--- config.mk ---
export PLATFORM = sky130hd
export DESIGN_NAME = ifid_fetch_stage
export DESIGN_NICKNAME = d
export VERILOG_FILES = /design/src/rtl/pipeline_pkg.sv /design/src/rtl/ifid_fetch_stage_sat_counter.sv /design/src/rtl/ifid_fetch_stage.sv
export SDC_FILE = /design/constraint.sdc
export NUM_CORES = 1
export LEC_CHECK = 0
export ABC_AREA = 1
export CORE_ASPECT_RATIO = 0.5
export CORE_UTILIZATION = 45
export DETAILED_ROUTE_END_ITERATION = 8
export PLACE_DENSITY = 0.88
export SLEW_MARGIN = 30
export SYNTH_ARGS = -nofsm -noshare
export SYNTH_HDL_FRONTEND = slang
export SYNTH_SLANG_ARGS = --single-unit
--- constraint.sdc ---
create_clock -name clk -period 1.9 [get_ports clk]
set_input_delay 0.38 -clock clk [delete_from_list [all_inputs] [get_ports clk]]
set_output_delay 0.38 -clock clk [all_outputs]
set_load 0.005 [all_outputs]
--- src/rtl/pipeline_pkg.sv ---
// Shared pipeline definitions: fetch FSM states, NOP encoding and the
// instruction field offsets the hazard unit uses for its RS/RT compare.
package pipeline_pkg;

  localparam int INSTR_W = 32;
  localparam int RS_LSB  = 21;
  localparam int RT_LSB  = 16;
  localparam logic [INSTR_W-1:0] NOP = 32'h0000_0000;

  typedef enum logic [1:0] {
    RUN   = 2'd0,
    STALL = 2'd1,
    FLUSH = 2'd2
  } fetch_state_e;

  // Instruction fetch is word-granular, so redirect targets drop their byte offset.
  function automatic logic [31:0] align_word(input logic [31:0] addr);
    return {addr[31:2], 2'b00};
  endfunction

  function automatic logic [4:0] rs_of(input logic [INSTR_W-1:0] instr);
    return instr[RS_LSB +: 5];
  endfunction

  function automatic logic [4:0] rt_of(input logic [INSTR_W-1:0] instr);
    return instr[RT_LSB +: 5];
  endfunction

endpackage

--- src/rtl/ifid_fetch_stage_sat_counter.sv ---
// Saturating event counter with synchronous reset; sticks at all-ones.
module sat_counter #(
  parameter int CNT_W = 16
) (
  input  logic             clk,
  input  logic             rst,
  input  logic             inc_i,
  output logic [CNT_W-1:0] count_o
);

  logic [CNT_W-1:0] count_q;

  always_ff @(posedge clk) begin
    if (rst) begin
      count_q <= '0;
    end else if (inc_i && (count_q != {CNT_W{1'b1}})) begin
      count_q <= count_q + 1'b1;
    end
  end

  assign count_o = count_q;

endmodule

--- src/rtl/ifid_fetch_stage.sv ---
// MIPS fetch stage: owns the PC, picks the next fetch address and captures
// the fetched instruction into the IF/ID pipeline register.
module ifid_fetch_stage
  import pipeline_pkg::*;
#(
  parameter logic [31:0] RESET_PC = 32'h0000_0000,
  parameter int          CNT_W    = 16
) (
  input  logic               clk,
  input  logic               rst,
  input  logic               pc_hold,
  input  logic               ifid_hold,
  input  logic               ifid_flush,
  input  logic               branch_taken,
  input  logic [31:0]        branch_target,
  input  logic               jump_valid,
  input  logic [31:0]        jump_target,
  input  logic [INSTR_W-1:0] imem_instr,
  output logic [31:0]        pc,
  output logic [INSTR_W-1:0] ifid_instr,
  output logic [31:0]        ifid_pc4,
  output logic               ifid_valid,
  output logic [1:0]         fetch_state,
  output logic [CNT_W-1:0]   stall_cnt,
  output logic [CNT_W-1:0]   flush_cnt
);

  logic [31:0]        pc_q, pc_d, pc_plus4;
  logic [INSTR_W-1:0] instr_q;
  logic [31:0]        pc4_q;
  logic               valid_q;
  fetch_state_e       state_q;
  logic               stall_inc, flush_inc;

  assign pc_plus4 = pc_q + 32'd4;

  // Redirects outrank pc_hold: the hazard unit raises hold alongside a flush.
  always_comb begin
    pc_d = pc_plus4;
    if (branch_taken)    pc_d = align_word(branch_target);
    else if (jump_valid) pc_d = align_word(jump_target);
    else if (pc_hold)    pc_d = pc_q;
  end

  always_ff @(posedge clk) begin
    if (rst) pc_q <= RESET_PC;
    else     pc_q <= pc_d;
  end

  // IF/ID register and trace FSM share one priority chain: flush, hold, load.
  always_ff @(posedge clk) begin
    if (rst) begin
      instr_q <= NOP;
      pc4_q   <= '0;
      valid_q <= 1'b0;
      state_q <= RUN;
    end else if (ifid_flush) begin
      instr_q <= NOP;
      pc4_q   <= '0;
      valid_q <= 1'b0;
      state_q <= FLUSH;
    end else if (ifid_hold) begin
      state_q <= STALL;
    end else begin
      instr_q <= imem_instr;
      pc4_q   <= pc_plus4;
      valid_q <= 1'b1;
      state_q <= RUN;
    end
  end

  // Only events that affect a real instruction are counted.
  assign stall_inc = ifid_hold & ~ifid_flush & valid_q;
  assign flush_inc = ifid_flush & valid_q;

  sat_counter #(.CNT_W(CNT_W)) u_stall_cnt (
    .clk     (clk),
    .rst     (rst),
    .inc_i   (stall_inc),
    .count_o (stall_cnt)
  );

  sat_counter #(.CNT_W(CNT_W)) u_flush_cnt (
    .clk     (clk),
    .rst     (rst),
    .inc_i   (flush_inc),
    .count_o (flush_cnt)
  );

  assign pc          = pc_q;
  assign ifid_instr  = instr_q;
  assign ifid_pc4    = pc4_q;
  assign ifid_valid  = valid_q;
  assign fetch_state = state_q;

endmodule
==> results_dict.tcl, run 1 <==
set metrics [dict create \
    p_leak_nw 3.77 \
    ioPinCount 234 \
    rsz0062_at_grt "no" \
    track_usage 0.269 \
    hold_viol 0 \
    cp_slowest_cell "clkdlybuf4s50_1" \
    power_w 0.00711 \
    area_delta_synth_final_pct 47.8 \
    place.port_buffers 225 \
    finalSetupViolCount 0 \
    synth-seq-cells 127 \
    most-common-layout-cells "284 x nand2_1, 224 x clkdlybuf4s50_1, 127 x dfxtp_1" \
    fin_area_um2 9680 \
    ys_seq_area_frac 0.388 \
    r2r_start "pc[3]$_SDFFE_PP0P_" \
    synth-warning-count 0 \
    die_area_um2 15100 \
    grt_pass1_wl_um 33100 \
    ctsResizeCount 0 \
    cts-htree-levels 4 \
    status "finished clean" \
    ys_async_sr_fraction 0 \
    root_buffer "clkbuf_16" \
    tns_ns 0 \
    drtIter0Drc 590 \
    syn_area_um2 6550 \
    rows 30 \
    fp.dieW_um 173 \
    cp_max_fo 7 \
    synth_edf_count 0 \
    place_area_um2 9080 \
    ys.flop_type "dfxtp_1" \
    hold_end "pc[2]$_SDFFE_PP0P_" \
    cp.required_ns 1.52 \
    r2r-end "pc[18]$_SDFFE_PP0P_" \
    place_congestion 0.914 \
    drv_cap 0 \
    n_antenna_cell 0 \
    max_stage_delay_ns 0.59 \
    start_util 0.472 \
    synth_area_per_cell_um2 6.72 \
    worst_slew_pin_slew_ns 0.570 \
    yosysUniqueCellTypes 35 \
    critPathTopFamily "buffers and inverters" \
    multiInputGateArea_um2 3510 \
    synth_cells 975 \
    die_h_um 87.3 \
    layout-drive-gt1-share 0.0787 \
    grt_antenna_before_repair 0 \
    slew_headroom 0.620 \
    coreArea_um2 13900 \
    fin_worst_skew_ns 0.0108 \
    reg2reg_slack_ns 0.15 \
    register_area_um2 2540 \
    peakVddDrop_mv 0.705 \
    pre_cts_slack_ns -0.0477 \
    clockBufferDepth 2 \
    cts_hold_buf 0 \
    clkSinkCount 127 \
    critical_path_class "reg -> out" \
    setup_ws_ns 0.0486 \
    worstPathBufferInverterCount 1 \
    cp.arrival_ns 1.47 \
    dr.pass1.iters 5 \
    whs_path_depth 5 \
    start_kind "register" \
    num-nets-final 1303 \
    fmax_ghz 0.540 \
    num_vias 7284 \
    post_cts_buffers 0 \
    fin_crit_sh 0.974 \
    cts_buffers 17 \
    grt_max_degree 59 \
    grt_pass1_vias 6723 \
    routed_wl_um 20800 \
    dp_hpwl_um 14700 \
    wl_per_cell_um 14.8 \
    crit_chain "clkdlybuf4s50_1" \
    drv_slew 0 \
    hp-start "branch_taken" \
    antenna_left 0 \
    fin_crit_ns 1.85 \
    power_density_nw_per_um2 734 \
    final_common_cell "nand2_1" \
    path_clk_slew_ns 0.06 \
    via_per_inst 5.21 \
    grt-ovfl-total 0 \
    cts_tree "yes" \
    min_path_type "in -> reg" \
    final_core_util 0.697 \
    end_kind "primary output" \
    drcViolationCount 0 \
    fill_cells 1073 \
    worst-r2r-cell-count 8 \
    clkLatencyLatePin_ns 0.40 \
]
## state kept, by name, summed over array words and instances (netlist names)
| register | cells |
|---|---|
| pc | 30 |
| u_flush_cnt.count_o | 16 |
| fetch_state | 2 |
| ifid_pc4 | 30 |
| ifid_instr | 32 |
| u_stall_cnt.count_o | 16 |
| ifid_valid | 1 |
## how the worst max path moves through the flow
stage	start	endpoint	cells past startpoint
after floorplan	u_stall_cnt.count_o[0]$_SDFFE_PP0P_	u_stall_cnt.count_o[15]$_SDFFE_PP0P_	9
final	pc[26]$_SDFFE_PP0P_	pc[26]	1
after CTS	pc[3]$_SDFFE_PP0P_	pc[18]$_SDFFE_PP0P_	8
after detailed placement	ifid_hold	u_stall_cnt.count_o[2]$_SDFFE_PP0P_	8
after global placement	ifid_hold	u_stall_cnt.count_o[11]$_SDFFE_PP0P_	9
after global routing	pc[26]$_SDFFE_PP0P_	pc[26]	1
## worst reg2reg max path: stages (launching register included)
cell and delay (ns):
dfxtp_1 0.39, ha_1 0.21, nand2_1 0.12, nor2_4 0.15
nand2_2 0.17, o21ai_2 0.22, nand3_1 0.11, a21oi_1 0.20
nor2_1 0.06
## kinds of logic (layout without fill, tap and decap cells)
family | after synthesis | after routing | synth area share
buffers and inverters | 127 | 356 | 0.0825
flip-flops | 127 | 127 | 0.388
XOR/XNOR | 31 | 31 | 0.0414
adder cells (fa/ha/maj) | 3 | 3 | 0.00573
AO/OA/AOI/OAI | 180 | 180 | 0.158
AND/OR/NAND/NOR | 506 | 506 | 0.324
other | 1 | 4 | 0.000572
## area by class of cell
| class | count | area share |
|---|---|---|
| Clock buffer | 21 | 0.0476 |
| Clock inverter | 8 | 0.0119 |
| Inverter | 77 | 0.0301 |
| Multi-Input combinational cell | 724 | 0.363 |
| Sequential cell | 127 | 0.263 |
| Tap cell | 192 | 0.0248 |
| Timing Repair Buffer | 250 | 0.260 |
## cell usage after synthesis, drive strengths merged (2+ instances only)
cell type	instances	area share
nand2	297	0.18
nor2	137	0.086
dfxtp	127	0.39
inv	77	0.044
a21oi	74	0.062
o21ai	66	0.050
nand3	46	0.035
clkbuf	26	0.015
buf	24	0.023
a31oi	20	0.019
a22o	17	0.023
xor2	16	0.021
xnor2	15	0.020
nor3	11	0.010
nand3b	7	0.0086
nand4	5	0.0048
and2	3	0.0029
ha	3	0.0057
a211oi	2	0.0023
## where the power goes
part           leakage (nW)  switching [W]  internal [W]  total (W)
clock network         0.288        0.00116       0.00210    0.00326
registers              1.04       0.000112       0.00277    0.00288
logic                  2.45       0.000440      0.000527   0.000967
total                  3.77        0.00171       0.00540    0.00711
## through the flow
step	hold WS, ns	cells
2_1_floorplan	0.452	978
3_3_place_gp	0.441	1370
3_5_place_dp	0.450	1370
4_1_cts	0.429	1399
5_1_grt	0.467	1399
6_report	0.439	1399
## per-layer routing
metal	up-vias	share of wire	track usage
met2	286	0.50	0.482
met5	-	0	0
met4	0	0.027	0.110
met1	3368	0.42	0.325
met3	54	0.049	0.0445
li1	3576	-	-
(Power assumes the default switching activity.)
==> run 2: changes to the inputs <==
Settings changed: SYNTH_HIERARCHICAL from default to 1.
==> results_dict.tcl, run 2 <==
set metrics [dict create \
    drcViolationCount 0 \
    final_common_cell "nand2_1" \
    setup_ws_ns 0.0684 \
    num-nets-final 1305 \
    area_delta_synth_final_pct 48.3 \
    routed_wl_um 21200 \
    grt_pass1_vias 7003 \
    crit_end "pc[26]" \
    yosysMostFrequentCell "nand2_1" \
    path_clk_slew_ns 0.07 \
    cts-htree-levels 4 \
    fill_cells 1081 \
    track_usage 0.280 \
    r2r_start "pc[2]$_SDFFE_PP0P_" \
    synth-warning-count 6 \
    slew_headroom 0.614 \
    worstPathBufferInverterCount 1 \
    antenna_left 0 \
    power_density_nw_per_um2 749 \
    drv_cap 0 \
    ioPinCount 234 \
    post_cts_buffers 0 \
    yosysUniqueCellTypes 35 \
    fmax_ghz 0.546 \
    synth_cells 966 \
    netlist.top_cell.by_area "dfxtp_1" \
    start_util 0.474 \
    r2r-end "pc[14]$_SDFFE_PP0P_" \
    critPathTopFamily "buffers and inverters" \
    largest_reg_flops 32 \
    dr.pass1.iters 6 \
    peakVddDrop_mv 0.685 \
    most-common-layout-cells "243 x nand2_1, 224 x clkdlybuf4s50_1, 156 x nor2_1" \
    synth_top_cells_by_count "243 x nand2_1, 157 x nor2_1, 127 x dfxtp_1, 74 x inv_1, 59 x nand3_1" \
    grt_antenna_before_repair 0 \
    cp_max_fo 7 \
    start_kind "register" \
    drv_slew 0 \
    coreArea_um2 13900 \
    max_stage_delay_ns 0.56 \
    cts_buffers 17 \
    ys.flop_type "dfxtp_1" \
    fin_crit_sh 0.964 \
    cp.required_ns 1.52 \
    ys_async_sr_fraction 0 \
    grt_max_degree 56 \
    finalSetupViolCount 0 \
    clkLatencyLatePin_ns 0.41 \
    die_area_um2 15100 \
    worst_slew_pin_slew_ns 0.578 \
    p_leak_nw 3.86 \
    place.port_buffers 225 \
    syn_area_um2 6580 \
    fp.dieW_um 173 \
    worst-r2r-cell-count 10 \
    crit_chain "clkdlybuf4s50_1" \
    clkSinkCount 127 \
    end_kind "primary output" \
    rsz0062_at_grt "no" \
    critical_path_class "reg -> out" \
    synth-seq-cells 127 \
    hold_viol 0 \
    root_buffer "clkbuf_16" \
    reg2reg_slack_ns 0.19 \
    clockBufferDepth 2 \
    n_antenna_cell 0 \
    cp.depth 1 \
    layout-drive-gt1-share 0.107 \
    place_congestion 0.922 \
    num_vias 7334 \
    grt-ovfl-total 0 \
    wl_per_cell_um 15.1 \
    rows 30 \
    pre_cts_slack_ns -0.128 \
    synth_area_per_cell_um2 6.81 \
    grt_pass1_wl_um 34200 \
    cts_hold_buf 0 \
    startpoint "pc[26]$_SDFFE_PP0P_" \
    dp_hpwl_um 15200 \
    die_h_um 87.5 \
    via_per_inst 5.22 \
    fin_worst_skew_ns 0.0117 \
    hold-worst-slack_ns 0.405 \
    status "finished clean" \
    cp.arrival_ns 1.45 \
    fin_crit_ns 1.83 \
    cp_slowest_cell "clkdlybuf4s50_1" \
    drtIter0Drc 642 \
    ys_seq_area_frac 0.387 \
    min_path_type "in -> reg" \
    synth.top_cells.by_area "dfxtp_1 39%, nand2_1 14%, nor2_1 9.0%" \
    cts_tree "yes" \
    synth_edf_count 0 \
    synth_top_area_frac 0.387 \
]
[run 2: power breakdown]
part,switching [W],leakage (nW),internal (W),total [W]
clock,0.00136,0.302,0.00211,0.00347
sequential,0.000117,1.04,0.00277,0.00289
combinational,0.000423,2.52,0.000529,0.000952
[run 2: timing repair]
item / in CTS / in global routing
setup endpoints to repair: 0 / 1
resized for setup: 0 / 1
endpoints found under the hold margin: 0 / 0
[run 2: worst reg2reg max path, cell delays in order, from the launching register on]
cell and delay [ns]:
dfxtp_1 0.35, ha_1 0.23, nand2_2 0.08, nor2_4 0.19, nand2_4 0.14, o21ai_1 0.28, nand3_1 0.11, nand2_1 0.08
nand3_1 0.07, nand2_1 0.06, inv_1 0.03
[run 2: layout make-up]
| cell class | instances | area, um^2 | share of cell area |
|---|---|---|---|
| clock buffers | 17 | 425 | 0.0436 |
| clock inverters | 15 | 196 | 0.0201 |
| inverters | 81 | 304 | 0.0312 |
| multi-input cells | 720 | 3540 | 0.363 |
| flip-flops and latches | 127 | 2540 | 0.261 |
| well taps | 192 | 240 | 0.0246 |
| repair buffers | 252 | 2500 | 0.256 |
[run 2: how the worst min path moves through the flow]
stage,start,end,slack [ns],cells past startpoint
2_1_floorplan,rst,pc[2]$_SDFFE_PP0P_,0.45,1
3_3_place_gp,ifid_pc4[2]$_SDFFE_PP0N_,ifid_pc4[2]$_SDFFE_PP0N_,0.44,2
3_5_place_dp,ifid_pc4[2]$_SDFFE_PP0N_,ifid_pc4[2]$_SDFFE_PP0N_,0.45,2
4_1_cts,branch_taken,pc[4]$_SDFFE_PP0P_,0.40,4
5_1_grt,branch_taken,pc[11]$_SDFFE_PP0P_,0.44,4
6_report,branch_taken,pc[4]$_SDFFE_PP0P_,0.41,4
[run 2: cells by family after synthesis]
logic type,Yosys count,synth area share
AO/OA/AOI/OAI,171,0.159
XOR/XNOR,7,0.00932
adder cells (fa/ha/maj),3,0.00571
buffers and inverters,122,0.0774
flip-flops,127,0.387
other,1,0.000570
AND/OR/NAND/NOR,535,0.361
[run 2: per-layer routing]
metal,GRT usage,wire (um),up-vias
li1,-,-,3597
met1,0.326,8840,3359
met2,0.507,10500,313
met3,0.0519,1150,65
met4,0.137,779,0
met5,0,0,-
[run 2: through the flow]
step	TNS, ns	cells	utilization	power, W	area [um^2]
floorplan	0	969	-	0.00331	6590
global placement	-0.305	1372	0.657	0.00385	9130
detailed placement	-0.724	1372	0.657	0.00388	9130
CTS	0	1404	0.702	0.00731	9750
global route	0	1404	0.702	0.00755	9750
finish	0	1404	0.702	0.00731	9750
==> run 3: changes to the inputs <==
Settings changed: SETUP_SLACK_MARGIN from default to 0.2.
==> results_dict.tcl, run 3 (synthesis gave the netlist of run 2 again) <==
set metrics [dict create \
    maxUsedRoutingLayer "met4" \
    final_common_cell "nand2_1" \
    cp_slowest_cell "clkdlybuf4s50_1" \
    drv_slew 0 \
    place_congestion 0.942 \
    die_area_um2 15100 \
    track_usage 0.281 \
    clockBufferDepth 2 \
    coreArea_um2 13900 \
    dp_cells 1374 \
    fin_crit_ns 1.69 \
    grt_pass1_vias 7079 \
    path_clk_slew_ns 0.06 \
    root_buffer "clkbuf_16" \
    fp.dieW_um 173 \
    crit_chain "clkdlybuf4s50_1" \
    most-common-layout-cells "243 x nand2_1, 194 x clkdlybuf4s50_1, 155 x nor2_1" \
    drcViolationCount 0 \
    fin_worst_skew_ns 0.00818 \
    num-nets-final 1314 \
    dp_hpwl_um 15300 \
    drtIter0Drc 597 \
    clkSinkCount 127 \
    fin_crit_sh 0.888 \
    status "finished clean" \
    start_kind "register" \
    critPathTopFamily "buffers and inverters" \
    finalSetupViolCount 0 \
    power_w 0.00735 \
    crit_end "ifid_pc4[12]" \
    largest_reg_flops 32 \
    critical_path_class "reg -> out" \
    via_per_inst 5.32 \
    r2r-end "pc[18]$_SDFFE_PP0P_" \
    p_leak_nw 4.30 \
    wl_met1_um 9090 \
    start_util 0.474 \
    cts-htree-levels 4 \
    die_h_um 87.5 \
    hold_viol 0 \
    worst_slew_pin_slew_ns 0.529 \
    ioPinCount 234 \
    peakVddDrop_mv 0.651 \
    r2r_start "pc[3]$_SDFFE_PP0P_" \
    antenna_left 0 \
    dr.pass1.iters 6 \
    clkLatencyLatePin_ns 0.41 \
    slew_headroom 0.647 \
    startpoint "ifid_pc4[12]$_SDFFE_PP0N_" \
    reg2reg_slack_ns 0.26 \
    worst-r2r-cell-count 8 \
    cts_buffers 17 \
    area_delta_synth_final_pct 52.7 \
    grt_pass1_wl_um 34400 \
    cp.depth 1 \
    max_stage_delay_ns 0.56 \
    cp.required_ns 1.52 \
    min_path_type "in -> reg" \
    grt-ovfl-total 0 \
    fmax_ghz 0.593 \
    grt_antenna_before_repair 0 \
    end_kind "primary output" \
    power_density_nw_per_um2 732 \
    cp.arrival_ns 1.31 \
    place.port_buffers 225 \
    layout-drive-gt1-share 0.169 \
    finalNonFillerCells 1413 \
    rsz0062_at_grt "yes" \
    cts_tree "yes" \
    wl_met3_um 1190 \
    worstPathBufferInverterCount 1 \
    n_antenna_cell 0 \
    num_vias 7514 \
    routed_wl_um 21800 \
    rows 30 \
    cp_max_fo 2 \
    wl_per_cell_um 15.4 \
    grt_max_degree 44 \
    routed-wl-met2_um 10700 \
    drv_cap 0 \
]
-- run 3: metrics by stage --
step	hold WS, ns	area (um^2)	util	setup TNS [ns]	setup WS [ns]
finish	0.468	10000	0.723	0	0.213
global route	0.469	10000	0.723	0	0.174
CTS	0.436	9870	0.711	0	0.128
detailed placement	0.454	9150	0.659	-0.622	-0.129
global placement	0.442	9150	0.659	-0.200	-0.101
floorplan	0.449	6590	-	0	0.201
-- run 3: where the power goes --
part	switching (W)	internal, W	leakage, nW
combinational	0.000434	0.000530	2.93
clock	0.00128	0.00222	0.303
sequential	0.000120	0.00277	1.07
total	0.00184	0.00552	4.30
-- run 3: what timing repair did --
action,CTS,global route
pin swaps,0,6
cloned,0,0
setup buffers,0,7
resized for setup,78,44
hold buffers,0,0
endpoints found under the setup margin,64,45
-- run 3: how the worst min path moves through the flow --
stage | startpoint | to | cells past startpoint
floorplan | rst | pc[2]$_SDFFE_PP0P_ | 1
global placement | ifid_pc4[2]$_SDFFE_PP0N_ | ifid_pc4[2]$_SDFFE_PP0N_ | 2
detailed placement | ifid_pc4[4]$_SDFFE_PP0N_ | ifid_pc4[4]$_SDFFE_PP0N_ | 2
CTS | branch_taken | pc[11]$_SDFFE_PP0P_ | 4
global route | branch_taken | pc[11]$_SDFFE_PP0P_ | 4
finish | branch_taken | pc[11]$_SDFFE_PP0P_ | 4
-- run 3: cell type report --
type,count,area (um^2)
fillers,1050,3850
flip-flops and latches,127,2670
inverters,81,304
well taps,192,240
repair buffers,261,2610
clock inverters,11,153
clock buffers,21,480
multi-input cells,720,3580
-- run 3: per-layer routing --
layer | GRT usage | vias up
met1 | 0.333 | 3497
met5 | 0 | -
met4 | 0.132 | 0
met2 | 0.509 | 319
li1 | - | 3629
met3 | 0.0428 | 69
-- run 3: worst register-to-register path: stages (launching register included) --
cell	delay (ns)
dfxtp_4	0.38
ha_4	0.15
nand2_2	0.06
nor2_4	0.18
nand2_4	0.14
o21ai_1	0.23
nand3_1	0.14
a21oi_1	0.19
nor2_1	0.05
